### config.mk
export PLATFORM = sky130hd
export DESIGN_NAME = assertion_result_collector_flat
export DESIGN_NICKNAME = d
export VERILOG_FILES = /design/src/rtl/assertion_result_collector_if.sv /design/src/rtl/assertion_result_collector.sv /design/src/flat_wrapper.sv
export SDC_FILE = /design/constraint.sdc
export NUM_CORES = 1
export LEC_CHECK = 0
export BUFFER_PORTS_ARGS = -buffer_cell sky130_fd_sc_hd__buf_2
export CAP_MARGIN = 40
export CORE_AREA = 2 2 119 121
export CTS_CLUSTER_SIZE = 25
export DETAILED_ROUTE_END_ITERATION = 16
export DIE_AREA = 0 0 121 123
export HOLD_SLACK_MARGIN = 0.06
export PLACE_DENSITY = 0.77
export SLEW_MARGIN = 10
export SYNTH_ARGS = -nofsm -noshare
export SYNTH_HDL_FRONTEND = slang
export SYNTH_SLANG_ARGS = --single-unit
### constraint.sdc
create_clock -name clk -period 2.5 [get_ports clk]
set_clock_uncertainty 0.15 [all_clocks]
set_input_delay 0.5 -clock clk [delete_from_list [all_inputs] [get_ports clk]]
set_output_delay 0.5 -clock clk [all_outputs]
set_load 0.01 [all_outputs]
### src/rtl/assertion_result_collector_if.sv
// Report channel between the collector and whoever reads its statistics snapshots.
// The master side is the collector; the slave side issues requests and accepts reports.
interface assertion_result_collector_if #(
  parameter int CNT_W = 16,
  parameter int TS_W  = 32
) ();
  logic             report_req;
  logic             report_ready;
  logic             report_valid;
  logic [CNT_W-1:0] rpt_pass_cnt;
  logic [CNT_W-1:0] rpt_fail_cnt;
  logic [CNT_W-1:0] rpt_active_cnt;
  logic [TS_W-1:0]  rpt_first_fail_ts;
  logic [1:0]       rpt_state;

  modport master (
    input  report_req, report_ready,
    output report_valid, rpt_pass_cnt, rpt_fail_cnt, rpt_active_cnt,
           rpt_first_fail_ts, rpt_state
  );

  modport slave (
    output report_req, report_ready,
    input  report_valid, rpt_pass_cnt, rpt_fail_cnt, rpt_active_cnt,
           rpt_first_fail_ts, rpt_state
  );
endinterface

### src/rtl/assertion_result_collector.sv
// Collects pass/fail/activity statistics from an assertion checker and a verdict,
// and hands out an atomic snapshot of them over a valid/ready report channel.
module assertion_result_collector #(
  parameter int CNT_W = 16,
  parameter int TS_W  = 32
) (
  input  logic clk,
  input  logic rst,
  input  logic assertion_pass,
  input  logic assertion_fail,
  input  logic assertion_active,
  input  logic clear,
  assertion_result_collector_if.master rpt,
  output logic [1:0] verdict,
  output logic       err_conflict
);

  typedef enum logic [1:0] {
    IDLE    = 2'd0,
    ACTIVE  = 2'd1,
    COVERED = 2'd2,
    FAILED  = 2'd3
  } state_e;

  localparam logic [CNT_W-1:0] CNT_MAX = '1;
  localparam logic [CNT_W-1:0] CNT_ONE = 1;
  localparam logic [TS_W-1:0]  TS_ONE  = 1;
  localparam logic [TS_W-1:0]  TS_NONE = '1;

  logic [CNT_W-1:0] pass_cnt_q, pass_cnt_d;
  logic [CNT_W-1:0] fail_cnt_q, fail_cnt_d;
  logic [CNT_W-1:0] active_cnt_q, active_cnt_d;
  logic [TS_W-1:0]  ff_ts_q, ff_ts_d;
  logic [TS_W-1:0]  ts_q;
  state_e           state_q, state_d;
  logic             err_q, err_d;
  logic             valid_q, valid_d;
  logic             load_snap;

  logic [CNT_W-1:0] snap_pass_q, snap_fail_q, snap_active_q;
  logic [TS_W-1:0]  snap_ff_q;
  logic [1:0]       snap_state_q;

  // Statistics next-state; a conflicting pass is dropped in favour of the fail.
  always_comb begin
    pass_cnt_d   = pass_cnt_q;
    fail_cnt_d   = fail_cnt_q;
    active_cnt_d = active_cnt_q;
    ff_ts_d      = ff_ts_q;
    state_d      = state_q;
    err_d        = err_q;
    if (clear) begin
      pass_cnt_d   = '0;
      fail_cnt_d   = '0;
      active_cnt_d = '0;
      ff_ts_d      = TS_NONE;
      state_d      = IDLE;
      err_d        = 1'b0;
    end else begin
      if (assertion_fail) begin
        if (fail_cnt_q != CNT_MAX) fail_cnt_d = fail_cnt_q + CNT_ONE;
        if (fail_cnt_q == '0) ff_ts_d = ts_q;
        state_d = FAILED;
      end else if (assertion_pass) begin
        if (pass_cnt_q != CNT_MAX) pass_cnt_d = pass_cnt_q + CNT_ONE;
        if (state_q == IDLE || state_q == ACTIVE) state_d = COVERED;
      end else if (assertion_active && state_q == IDLE) begin
        state_d = ACTIVE;
      end
      if (assertion_active && active_cnt_q != CNT_MAX) active_cnt_d = active_cnt_q + CNT_ONE;
      if (assertion_pass && assertion_fail) err_d = 1'b1;
    end
  end

  // Requests are only taken while no report is outstanding; they are never queued.
  always_comb begin
    valid_d   = valid_q;
    load_snap = 1'b0;
    if (!valid_q && rpt.report_req) begin
      valid_d   = 1'b1;
      load_snap = 1'b1;
    end else if (valid_q && rpt.report_ready) begin
      valid_d = 1'b0;
    end
  end

  always_ff @(posedge clk) begin
    if (rst) begin
      pass_cnt_q    <= '0;
      fail_cnt_q    <= '0;
      active_cnt_q  <= '0;
      ff_ts_q       <= TS_NONE;
      ts_q          <= '0;
      state_q       <= IDLE;
      err_q         <= 1'b0;
      valid_q       <= 1'b0;
      snap_pass_q   <= '0;
      snap_fail_q   <= '0;
      snap_active_q <= '0;
      snap_ff_q     <= TS_NONE;
      snap_state_q  <= 2'd0;
    end else begin
      pass_cnt_q   <= pass_cnt_d;
      fail_cnt_q   <= fail_cnt_d;
      active_cnt_q <= active_cnt_d;
      ff_ts_q      <= ff_ts_d;
      ts_q         <= ts_q + TS_ONE;
      state_q      <= state_d;
      err_q        <= err_d;
      valid_q      <= valid_d;
      if (load_snap) begin
        snap_pass_q   <= pass_cnt_d;
        snap_fail_q   <= fail_cnt_d;
        snap_active_q <= active_cnt_d;
        snap_ff_q     <= ff_ts_d;
        snap_state_q  <= state_d;
      end
    end
  end

  assign verdict               = state_q;
  assign err_conflict          = err_q;
  assign rpt.report_valid      = valid_q;
  assign rpt.rpt_pass_cnt      = snap_pass_q;
  assign rpt.rpt_fail_cnt      = snap_fail_q;
  assign rpt.rpt_active_cnt    = snap_active_q;
  assign rpt.rpt_first_fail_ts = snap_ff_q;
  assign rpt.rpt_state         = snap_state_q;

endmodule

### src/flat_wrapper.sv
// flat-port wrapper written by rule: the top's interface ports become plain ports
module assertion_result_collector_flat 
#(
  parameter int CNT_W = 16,
  parameter int TS_W  = 32
)
  (clk, rst, assertion_pass, assertion_fail, assertion_active, clear, verdict, err_conflict, rpt_report_req, rpt_report_ready, rpt_report_valid, rpt_rpt_pass_cnt, rpt_rpt_fail_cnt, rpt_rpt_active_cnt, rpt_rpt_first_fail_ts, rpt_rpt_state);
  assertion_result_collector_if #(.CNT_W(CNT_W), .TS_W(TS_W)) rpt_i ();
  input  logic clk;
  input  logic rst;
  input  logic assertion_pass;
  input  logic assertion_fail;
  input  logic assertion_active;
  input  logic clear;
  output logic [1:0] verdict;
  output logic err_conflict;
  input wire logic [$bits(rpt_i.report_req)-1:0] rpt_report_req;
  input wire logic [$bits(rpt_i.report_ready)-1:0] rpt_report_ready;
  output wire logic [$bits(rpt_i.report_valid)-1:0] rpt_report_valid;
  output wire logic [$bits(rpt_i.rpt_pass_cnt)-1:0] rpt_rpt_pass_cnt;
  output wire logic [$bits(rpt_i.rpt_fail_cnt)-1:0] rpt_rpt_fail_cnt;
  output wire logic [$bits(rpt_i.rpt_active_cnt)-1:0] rpt_rpt_active_cnt;
  output wire logic [$bits(rpt_i.rpt_first_fail_ts)-1:0] rpt_rpt_first_fail_ts;
  output wire logic [$bits(rpt_i.rpt_state)-1:0] rpt_rpt_state;
  assign rpt_i.report_req = rpt_report_req;
  assign rpt_i.report_ready = rpt_report_ready;
  assign rpt_report_valid = rpt_i.report_valid;
  assign rpt_rpt_pass_cnt = rpt_i.rpt_pass_cnt;
  assign rpt_rpt_fail_cnt = rpt_i.rpt_fail_cnt;
  assign rpt_rpt_active_cnt = rpt_i.rpt_active_cnt;
  assign rpt_rpt_first_fail_ts = rpt_i.rpt_first_fail_ts;
  assign rpt_rpt_state = rpt_i.rpt_state;
  assertion_result_collector #(.CNT_W(CNT_W), .TS_W(TS_W)) u_core (.clk(clk), .rst(rst), .assertion_pass(assertion_pass), .assertion_fail(assertion_fail), .assertion_active(assertion_active), .clear(clear), .rpt(rpt_i), .verdict(verdict), .err_conflict(err_conflict));
endmodule
==> results.py, run 1 <==
metrics = {
    "detailed_routing": {
        "first_iter_violations": 419,
        "via_per_inst": 5.33,
        "drc": 0,
        "routed_wl_um": 15900,
        "drt_pass1_iterations": 5,
        "vias": 5930,
        "drt-wirelength-per-cell_um": 14.3,
        "antenna_left": 0,
    },
    "power": {
        "p_leak_uw": 0.00338,
        "ir_drop_mv": 0.758,
        "power.density_nw_per_um2": 699,
    },
    "logic_synthesis": {
        "syn_inst": 839,
        "yosys.area_share.simple_pct": 24.6,
        "synth_compound_area_share_pct": 7.74,
        "synth_area_leader_cell": "dfxtp_1",
        "async_flop_share_pct": 0,
        "synthMuxAreaShare_pct": 5.56,
        "avgSynthCellArea_um2": 9.02,
        "syn_nets": 852,
        "synth_edf_count": 0,
        "ys_warn_count": 0,
        "synth_fa_ha_area_share_pct": 0.827,
        "synth_top_family_by_area": "simple AND/OR/NAND/NOR gates",
        "synthMostInstantiatedCell": "dfxtp_1",
        "syn_area_um2": 7560,
        "yosys.area.top_type_share_pct": 52.4,
        "synthTopCellsByArea": "dfxtp_1, nor2_1, mux2i_1, nand2_1, xnor2_1",
        "synth_commonest_cells": "dfxtp_1, nor2_1, nand2_1",
        "synth_top_flop_cell": "dfxtp_1",
        "synth_cell_types": 45,
        "synth-xor-area-share_pct": 6.48,
        "seq_area_frac_synth_pct": 52.4,
        "ys_seq_elements": 198,
    },
    "sta": {
        "finalSetupViolations": 0,
        "min_period_ns": 2.16,
        "slew_headroom_pct": 60.8,
        "tightestPinTransition_ns": 0.583,
        "fin_setup_tns_ns": 0,
        "slew_viol_final": 0,
        "max_freq_mhz": 462,
        "rsz0062_at_grt": "no",
        "fin_crit_sh_pct": 86.6,
        "final_hold_viol_count": 0,
    },
    "final_layout": {
        "multi_input_area_um2": 3440,
        "fin_nets": 933,
        "fin_util_pct": 64.4,
        "insertedDiodeCount": 0,
        "layout-drive-gt1-share_pct": 15.4,
        "syn_to_final_growth_pct": 15.8,
        "num-fill-cells": 1171,
        "register_area_um2": 3960,
    },
    "floorplan": {
        "dieArea_um2": 14900,
        "die_h_um": 123,
        "start_util_pct": 55.6,
        "io_pins": 94,
        "fp.coreArea_um2": 13600,
        "rows": 43,
        "dieWidth_um": 121,
    },
    "placed_design": {
        "hpwl_um": 10500,
        "port_buffers": 93,
        "gp_congestion": 0.848,
    },
    "global_routing": {
        "antenna_found_initial": 0,
        "grt_pass1_wl_um": 26000,
        "grt_overflow_total": 0,
        "track_usage_pct": 21.9,
        "grt_pass1_vias": 5453,
        "grt_max_degree": 50,
    },
    "clock_network": {
        "cts_setup_buffers": 0,
        "tritoncts": "yes",
        "clock-root-buffer": "clkbuf_16",
        "cts_hold_buf": 0,
        "h-tree-depth": 4,
        "cts_resized": 0,
        "clock_path_buffers": 2,
        "clk-insertion-delay-late_ns": 0.43,
        "cts_buffers": 17,
        "cts_num_sinks": 198,
        "path_clk_slew_ns": 0.06,
    },
    "status": {
        "status": "completed",
    },
    "setup_path": {
        "worst-r2r-cell-count": 5,
        "crit_fanout": 11,
        "required_ns": 2.70,
        "end_kind": "flip-flop",
        "critPathKind": "reg -> reg",
        "crit_arrival_ns": 2.37,
        "startpoint_type": "flip-flop",
    },
    "hold_path": {
        "min_path_cells": 2,
        "min_path_type": "in -> reg",
    },
    "run": {
        "cap_violations": 0,
    },
}
[final timing paths]
path,startpoint,to,slack [ns]
min reg2reg,u_core.rpt.rpt_active_cnt[11],u_core.rpt.rpt_active_cnt[11],0.30
min,clear,u_core.verdict[0],0.15
max reg2reg,u_core.ts_q[0],u_core.ts_q[22],0.34
max,u_core.ts_q[0],u_core.ts_q[22],0.34
[layout make-up]
cell class	instances	share of cell area (%)
Clock inverter	8	0.843
Clock buffer	24	5.50
Timing Repair Buffer	102	6.37
Tap cell	180	2.57
Sequential cell	198	45.2
Multi-Input combinational cell	595	39.2
Inverter	6	0.257
[worst max-delay path, stage by stage (launching register included)]
cell	delay [ns]
dfxtp_1	0.41
ha_1	0.23
and4_1	0.27
nand4_1	0.38
or3_1	0.49
a21oi_1	0.17
[stage by stage]
| stage | hold slack [ns] | worst slack, ns | power (uW) | cell area [um2] | std cells |
|---|---|---|---|---|---|
| 2_1_floorplan | 0.277 | 0.629 | 3520 | 7560 | 839 |
| 3_3_place_gp | 0.278 | 0.406 | 3620 | 8210 | 1081 |
| 3_5_place_dp | 0.288 | 0.302 | 3630 | 8210 | 1081 |
| 4_1_cts | 0.129 | 0.330 | 6180 | 8760 | 1113 |
| 5_1_grt | 0.137 | 0.187 | 6350 | 8760 | 1113 |
| 6_report | 0.148 | 0.336 | 6120 | 8760 | 1113 |
[placed cells by master, fill, tap and decap left out, types with 17 or more instances in the layout]
master / n
mux2i_1: 42
nand3_1: 32
nor2_1: 122
nand2_1: 109
nor3_1: 20
clkbuf_16: 17
a21oi_1: 44
buf_2: 93
dfxtp_1: 198
xnor2_1: 30
nand4_1: 28
xor2_1: 26
o21ai_0: 43
[cell families after synthesis]
group	after synthesis
and+or+nand+nor	385
DFF	198
AOI/OAI and AO/OA	107
xor gates and xnor gates	56
buffers and inverters	46
muxes	42
adders and majority gates	5
[metal layers]
layer	part of all wire (%)	up-vias	track usage, %
met5	0	-	0
met4	0.97	0	6.32
met3	3.4	12	5.12
met2	52	98	39.6
met1	44	2774	25.8
li1	-	3046	-
[power by group]
| group | internal (uW) | total [uW] | switching [uW] |
|---|---|---|---|
| registers | 3220 | 3250 | 31.8 |
| logic | 108 | 303 | 195 |
| clock network | 1450 | 2570 | 1120 |
(Power assumes the default switching activity.)
==> run 2, diff against run 1 <==
- CORE_AREA: 2 2 119 121 -> 2 2 137 105
- DIE_AREA: 0 0 121 123 -> 0 0 139 107
==> run 2 against run 1 <==
  * Combinational power about the same
  * Power grew 2.2%
  * Non-clock buffer count increased by 2
  * Die area is essentially flat
  * Sequential share of layout area shrank 0.052 points
  * Critical path type unchanged
  * Largest power group unchanged
==> results.py, run 2 (synthesis results as in run 1) <==
metrics = {
    "clock_network": {
        "cts_hold_buf": 0,
        "path_clk_slew_ns": 0.07,
        "cts_resized": 0,
        "cts_num_sinks": 198,
        "clk-insertion-delay-late_ns": 0.44,
        "clock-root-buffer": "clkbuf_16",
        "cts_setup_buffers": 0,
        "cts_buffers": 17,
        "clock_path_buffers": 2,
        "tritoncts": "yes",
        "h-tree-depth": 4,
    },
    "floorplan": {
        "dieArea_um2": 14900,
        "fp.coreArea_um2": 13500,
        "rows": 37,
        "start_util_pct": 56.0,
        "dieWidth_um": 139,
        "die_h_um": 107,
        "io_pins": 94,
    },
    "hold_path": {
        "min_path_type": "in -> reg",
    },
    "setup_path": {
        "cp_cell_sequence": "ha_1, and4_1, nand4_1, nor3_1, xnor2_1, nor2_1",
        "crit_fanout": 11,
        "end_kind": "flip-flop",
        "critPathSlowestCell": "dfxtp_1",
        "crit_buf_inv": 0,
        "cp_slowest_stage_delay_ns": 0.39,
        "required_ns": 2.66,
        "cp_top_family": "simple AND/OR/NAND/NOR gates",
        "crit_arrival_ns": 2.32,
        "startpoint_type": "flip-flop",
        "critPathKind": "reg -> reg",
    },
    "placed_design": {
        "port_buffers": 93,
        "hpwl_um": 10700,
        "gp_congestion": 0.881,
    },
    "final_layout": {
        "num-fill-cells": 1127,
        "final_cell_mix": "dfxtp_1, nor2_1, nand2_1",
        "insertedDiodeCount": 0,
        "syn_to_final_growth_pct": 15.9,
        "fin_nets": 935,
        "fin_util_pct": 64.9,
        "layout_commonest_cell": "dfxtp_1",
        "layout-drive-gt1-share_pct": 15.5,
    },
    "sta": {
        "fin_setup_tns_ns": 0,
        "slew_headroom_pct": 54.5,
        "final_hold_viol_count": 0,
        "slew_viol_final": 0,
        "min_period_ns": 2.16,
        "finalSetupViolations": 0,
        "max_freq_mhz": 463,
        "tightestPinTransition_ns": 0.677,
        "rsz0062_at_grt": "no",
        "fin_crit_sh_pct": 86.4,
    },
    "global_routing": {
        "track_usage_pct": 22.7,
        "grt_pass1_wl_um": 27300,
        "grt_pass1_vias": 5497,
        "grt_overflow_total": 0,
        "antenna_found_initial": 0,
        "grt_max_degree": 41,
    },
    "power": {
        "p_comb_share_pct": 4.8,
        "intPower_uw": 4900,
        "p_sw_share_pct": 21.7,
        "p_leak_uw": 0.00340,
        "p_total_uw": 6260,
        "clkPwrFrac_pct": 43.2,
        "p_sw_uw": 1360,
        "ir_drop_mv": 0.527,
        "seq_power_share_pct": 52.0,
        "power.density_nw_per_um2": 713,
    },
    "detailed_routing": {
        "first_iter_violations": 377,
        "drc": 0,
        "antenna_left": 0,
        "drt_pass1_iterations": 5,
        "vias": 6104,
        "drt-wirelength-per-cell_um": 14.9,
        "via_per_inst": 5.51,
        "routed_wl_um": 16500,
    },
    "run": {
        "cap_violations": 0,
    },
    "status": {
        "status": "completed",
    },
}
run 2: cell count changes in the layout (fill, tap and decap cells not counted):
| cell | delta |
|---|---|
| buf_12 | -2 |
| buf_4 | +4 |
| bufinv_16 | +1 |
| clkbuf_1 | -1 |
| clkbuf_8 | +1 |
| clkinv_2 | -3 |
| clkinv_4 | -1 |
| clkinvlp_4 | -1 |
| inv_6 | +2 |
run 2: worst register-to-register path, delay by kind of cell, from the launching register on:
kind	cells	cell delay, ns
xor+xnor	1	0.17
fa+ha+maj	1	0.23
flops	1	0.39
simple gates	4	1.10
run 2: path summary, 6_finish.rpt:
path                              startpoint                          to  slack, ns  depth (start not counted)
hold reg to reg   u_core.rpt.rpt_pass_cnt[8]  u_core.rpt.rpt_pass_cnt[8]       0.30                          2
setup reg to reg              u_core.ts_q[0]             u_core.ts_q[26]       0.34                          6
setup / recovery              u_core.ts_q[0]             u_core.ts_q[26]       0.34                          6
hold / removal                           rst     u_core.rpt.report_valid       0.12                          2
run 2: area by class of cell:
class                   count  area (um2)  share of cell area [%]
well taps                 175         219                    2.50
inverters                   6        22.5                   0.257
flip-flops and latches    198        3960                    45.2
clock buffers              24         492                    5.61
multi-input cells         595        3440                    39.2
repair buffers            104         548                    6.25
clock inverters             6        90.1                    1.03
run 2: power by group through the flow:
stage | Sequential [uW] | Combinational [uW] | Clock (uW)
floorplan | 3330 | 190 | 0
CTS | 3250 | 307 | 2740
finish | 3250 | 303 | 2700
global placement | 3320 | 299 | 0
global route | 3260 | 337 | 2890
detailed placement | 3320 | 304 | 0
run 2: per-layer routing:
layer  part of all wire (%)  global-route usage [%]  vias up
li1                       -                       -     3057
met1                     51                    32.5     2870
met2                     43                    33.4      156
met3                    5.4                    6.74       21
met4                    1.3                    5.99        0
met5                      0                       0        -
run 2: stage by stage:
stage | cells | setup slack (ns) | hold slack [ns] | instance area [um2]
6_report | 1108 | 0.339 | 0.116 | 8770
5_1_grt | 1108 | 0.205 | 0.123 | 8770
4_1_cts | 1108 | 0.357 | 0.113 | 8770
3_5_place_dp | 1078 | 0.274 | 0.288 | 8190
3_3_place_gp | 1078 | 0.376 | 0.278 | 8190
2_1_floorplan | 839 | 0.629 | 0.277 | 7560
